--- src/rtl/cp_preprocessor.sv ---
// CCSDS-121 decompression post-processor: inverse mapper plus unit-delay predictor.
// Pulls mapped residuals from resid_rom, rebuilds samples and stores them in out_ram.
module cp_preprocessor #(
    parameter int N          = 8,
    parameter int J          = 16,
    parameter int NUM_BLOCKS = 4,
    parameter     INIT_FILE  = ""
) (
    input  logic clk,
    input  logic reset,
    input  logic go,
    output logic datavalid,
    output logic cdsdatavalid,
    output logic wren
);

    localparam int S  = J * NUM_BLOCKS;
    localparam int IW = (S > 1) ? $clog2(S) : 1;
    localparam int PW = (J > 1) ? $clog2(J) : 1;
    localparam logic [N-1:0] XMAX = '1;

    typedef enum logic [2:0] {IDLE, FETCH, MAP, WRITE, DONE} state_t;

    state_t        state_q, state_d;
    logic [IW-1:0] idx_q, idx_d;
    logic [PW-1:0] pos_q, pos_d;
    logic [N-1:0]  xp_q, xp_d;
    logic [N-1:0]  x_out_q, x_out_d;
    logic [N-1:0]  delta_q;
    logic [N-1:0]  x_calc;
    logic          lastSample, lastInBlock;

    logic [N-1:0]  resid_rom [S];
    logic [N-1:0]  out_ram   [S];

    initial begin
        for (int i = 0; i < S; i++) resid_rom[i] = '0;
    end

    assign lastSample  = (idx_q == IW'(S - 1));
    assign lastInBlock = (pos_q == PW'(J - 1));

    // Synchronous ROM read: address presented in FETCH, data usable in MAP.
    always_ff @(posedge clk) begin
        delta_q <= resid_rom[idx_q];
    end

    always_ff @(posedge clk) begin
        if (reset && state_q == WRITE) out_ram[idx_q] <= x_out_q;
    end

    // Inverse mapping in N+2-bit signed arithmetic; pos_q tracks idx % J.
    always_comb begin
        logic signed [N+1:0] xpS, dS, thS, dD, sum, upS;
        xpS = {2'b00, xp_q};
        dS  = {2'b00, delta_q};
        upS = {2'b00, XMAX} - xpS;
        thS = (xpS < upS) ? xpS : upS;
        if (dS <= (thS <<< 1)) begin
            if (delta_q[0]) dD = -((dS + (N+2)'(1)) >>> 1);
            else            dD = dS >>> 1;
        end else if (xpS <= upS) begin
            dD = dS - thS;
        end else begin
            dD = thS - dS;
        end
        sum    = xpS + dD;
        x_calc = (pos_q == '0) ? delta_q : sum[N-1:0];
    end

    always_ff @(posedge clk) begin
        if (!reset) begin
            state_q <= IDLE;
            idx_q   <= '0;
            pos_q   <= '0;
            xp_q    <= '0;
            x_out_q <= '0;
        end else begin
            state_q <= state_d;
            idx_q   <= idx_d;
            pos_q   <= pos_d;
            xp_q    <= xp_d;
            x_out_q <= x_out_d;
        end
    end

    always_comb begin
        state_d      = state_q;
        idx_d        = idx_q;
        pos_d        = pos_q;
        xp_d         = xp_q;
        x_out_d      = x_out_q;
        wren         = 1'b0;
        datavalid    = 1'b0;
        cdsdatavalid = 1'b0;
        case (state_q)
            IDLE: begin
                if (go) begin
                    state_d = FETCH;
                    idx_d   = '0;
                    pos_d   = '0;
                end
            end
            FETCH: state_d = MAP;
            MAP: begin
                x_out_d = x_calc;
                state_d = WRITE;
            end
            WRITE: begin
                wren         = 1'b1;
                datavalid    = 1'b1;
                cdsdatavalid = lastInBlock;
                xp_d         = x_out_q;
                if (lastSample) begin
                    state_d = DONE;
                end else begin
                    idx_d   = idx_q + IW'(1);
                    pos_d   = lastInBlock ? '0 : pos_q + PW'(1);
                    state_d = FETCH;
                end
            end
            // Wait for go to drop so a held-high go produces a single run.
            DONE: begin
                if (!go) state_d = IDLE;
            end
            default: state_d = IDLE;
        endcase
    end

endmodule

--- config.mk ---
export PLATFORM = sky130hd
export DESIGN_NAME = cp_preprocessor
export DESIGN_NICKNAME = d
export VERILOG_FILES = /design/src/rtl/cp_preprocessor.sv
export SDC_FILE = /design/constraint.sdc
export NUM_CORES = 1
export LEC_CHECK = 0
export BUFFER_PORTS_ARGS = -buffer_cell sky130_fd_sc_hd__buf_2
export CORE_AREA = 2 2 50 52
export DETAILED_ROUTE_END_ITERATION = 6
export DIE_AREA = 0 0 52 54
export GPL_ROUTABILITY_DRIVEN = 0
export MAX_ROUTING_LAYER = met4
export PLACE_DENSITY = 0.59
export SYNTH_ARGS = -nofsm -noshare
export SYNTH_HDL_FRONTEND = slang
export SYNTH_SLANG_ARGS = --single-unit
--- constraint.sdc ---
create_clock -name clk -period 2.35 [get_ports clk]
set_input_delay 0.705 -clock clk [delete_from_list [all_inputs] [get_ports clk]]
set_output_delay 0.705 -clock clk [all_outputs]
set_load 0.05 [all_outputs]
==> results.md <==
* Status: complete, no violations
* CP Cell Sequence: nand3b_4 > inv_2 > buf_2
* Tightest Pin Transition at 504.7 ps
* Worst path max stage delay at roughly 560 ps
* Total gr overflow at 0
* ANT cells at 0
* Pwr Density at roughly 590 mW/mm^2
* Hold_buf cts at 0
* Post-route ant nets at 0
* Total length of routed wires at 1492 microns
* Met1 WL at between 700 and 800 microns
* WP data required at ~1600 ps
* Cell Count, Final, Fillers Out at about 120
* Root Buffer: clkbuf_4
* Synth unique cells at 35
* Post-Syn Area per Cell at 8.658 sq um
* Die width at 52 microns
* Syn Inst Count at 87
* Worst Path Class, Setup: reg2out
* Layout Skew at 5.831 ps
* Skew-Pair Late Insertion Delay at 280 ps
* Max H-tree Level at 1
* Met3 wire length at 32 microns
* First drt pass iteration count at 4
* Most common cell after layout, fill and taps aside: dfxtp_1
* Via/cell ratio at 5.364
* Chip height at between 50 and 60 microns
* Max cap viols at 0
* Post-route clock period utilization at 91.80%
* Rel. slew slack at 66.20%
* RSZ-0062 raised after global routing: no
* Ratio of cells with drive above 1 in the final layout at 14.29%
* Fmax achieved at around 0.46 GHz
* Post-DP HPWL at roughly 1100 microns
* DP Cell Count at 117
* Post_cts resized at 0
* Rows at 18
* Vias in the first global route at 550
* Port Buffers at 5
* Iteration-0 DRC Markers at 16
* FF+latch count, synth at 13
* Design Power at 473.6 uW
* GRT Total Usage at 12.15%
* Max stage delay cell, worst path: dfxtp_1
* Most frequent cells in the layout: 13 x dfxtp_1, 10 x nand3_1, 7 x nor2_1
* Synth Warn # at 0
* Peak VDD IR at 0.1638 mV
* Clk sinks at 13
* Clock-pin transition on the worst setup and hold timing paths at 80 ps
* Met2 Wirelength at 707 microns
* Clock buffer depth at 2
* Core ar. at approximately 0.0023 sq mm
* Hold Slack at 536.7 ps
* CTS buffer count at 3
* First-pass GRT wire length at 2428 microns
* Final setup viols at 0
* Initial antenna violation count at 0
* Register share of total power at between 50% and 60%
* Syn_nets at 92
* Setup Fix Bufs, Post-CTS at 0
* Largest net degree at the start of global routing at 13
* Vias at 649
* Num ports at 6
* WL per Instance at 12.33 microns
* Nets at 97
* Final core occ at a little over a third
* Max Slew Vio Count at 0
* Cell-internal power at 326.6 uW
* Area Growth Syn to Fin at 6.811%
* Initial Util at 32.47%
* Seq/Total Area, Yosys at ~35%
* Hold Crit Class: reg2reg
* Net switching power at 147.0 uW
* Crit-path max FO at 9
* DRC viols at 0
* Switching fraction of total power at 31.04%
* Setup TNS at 0 ps
* Yosys top cell by area: dfxtp_1
* Die footprint at between 0.002 and 0.003 sq mm
* Mapped Area at 753.2 sq um
* TritonCTS clock tree: done
* Highest routed layer: met4
* Comb pwr share at 16.4%
* Leakage at 0.0003114 uW
* Tmin final at around 2200 ps
* Clk network pwr share at 29.9%
* Critical Path End Type: output port
* Yosys top cell area share at 34.55%
* Ranking of synthesized cells by area: dfxtp_1 35%, nand3_1 6.6%, a21boi_0 4.0%
* CP arrival at 1450 ps
* Fin. Hold Viols at 0
* Critical path launch point type: flop
[layout make-up]
| class | instances | area [sq um] |
|---|---|---|
| Sequential cell | 13 | 260.3 |
| Fill cell | 245 | 1515 |
| Multi-Input combinational cell | 65 | 440.4 |
| Tap cell | 30 | 37.54 |
| Clock buffer | 4 | 26.28 |
| Inverter | 4 | 15.01 |
| Timing Repair Buffer | 5 | 25.02 |
[state kept, by name, indices dropped and copies added, names as in the netlist]
register and flops:
idx_q 6, pos_q 4, state_q 3
[synthesized netlist by cell type]
library cell and count:
nor3_1 1, nand2_1 5, nand4b_1 1, a21boi_0 4, buf_6 2, o21ai_2 1
a22oi_1 1, nand2b_1 2, nand4_1 2, and4_1 1, a311oi_1 1, a41o_1 1
dfxtp_1 13, nand3b_4 1, nand2_4 1, nor3b_4 1, and3_1 3, ha_1 2
o31a_1 1, inv_2 1, a31oi_1 2, nand3_1 10, o211ai_1 2, a21oi_1 4
nand3b_1 1, nor2b_1 2, a2bb2oi_1 1, a32oi_1 1, nor2_1 7, o2111ai_1 1
o21ai_0 2, xnor2_1 3, clkbuf_1 2, inv_1 3, buf_4 1
[metal layers]
metal	up-vias	global-route usage, %
met3	5	1.667
li1	329	-
met1	304	14.50
met2	11	19.20
met5	-	-
met4	0	7.895
[path summary, 6_finish.rpt]
kind | from | to | slack (ps) | cells past startpoint
worst max-delay path | state_q[1] | wren | 190 | 3
worst min-delay path | idx_q[1] | idx_q[1] | 540 | 2
worst max register to register | state_q[1] | pos_q[2] | 770 | 5
worst min register to register | idx_q[1] | idx_q[1] | 540 | 2
[power groups by stage]
stage	clock, uW	combinational (uW)	sequential (uW)
finish	142	77.8	254
global route	156	85.5	256
CTS	145	78.4	254
detailed placement	0	77.9	259
global placement	0	77.8	258
floorplan	0	92.9	241
[per-stage QoR]
stage | instance area, sq um | setup slack, ps
6_report | 804.5 | 192.6
5_1_grt | 804.5 | 113.4
4_1_cts | 804.5 | 194.1
3_5_place_dp | 778.2 | 508.4
3_3_place_gp | 778.2 | 518.8
2_1_floorplan | 753.2 | 337.6
[logic make-up (layout without fill, tap and decap cells)]
kind of cell | after synthesis | in the layout | synth area share (%)
and+or+nand+nor | 38 | 38 | 30.73
buffers and inverters | 9 | 13 | 6.977
DFF | 13 | 13 | 34.55
AOI/OAI and AO/OA | 22 | 22 | 20.93
xor gates and xnor gates | 3 | 3 | 3.489
adders and majority gates | 2 | 2 | 3.322
[critical path: cells and delay by family, from the launching register on]
family        cells  cell delay (ps)
simple gates      1              160
flops             1              560
buf+inv           2              440
No activity file was read; power rests on OpenSTA's default activity.
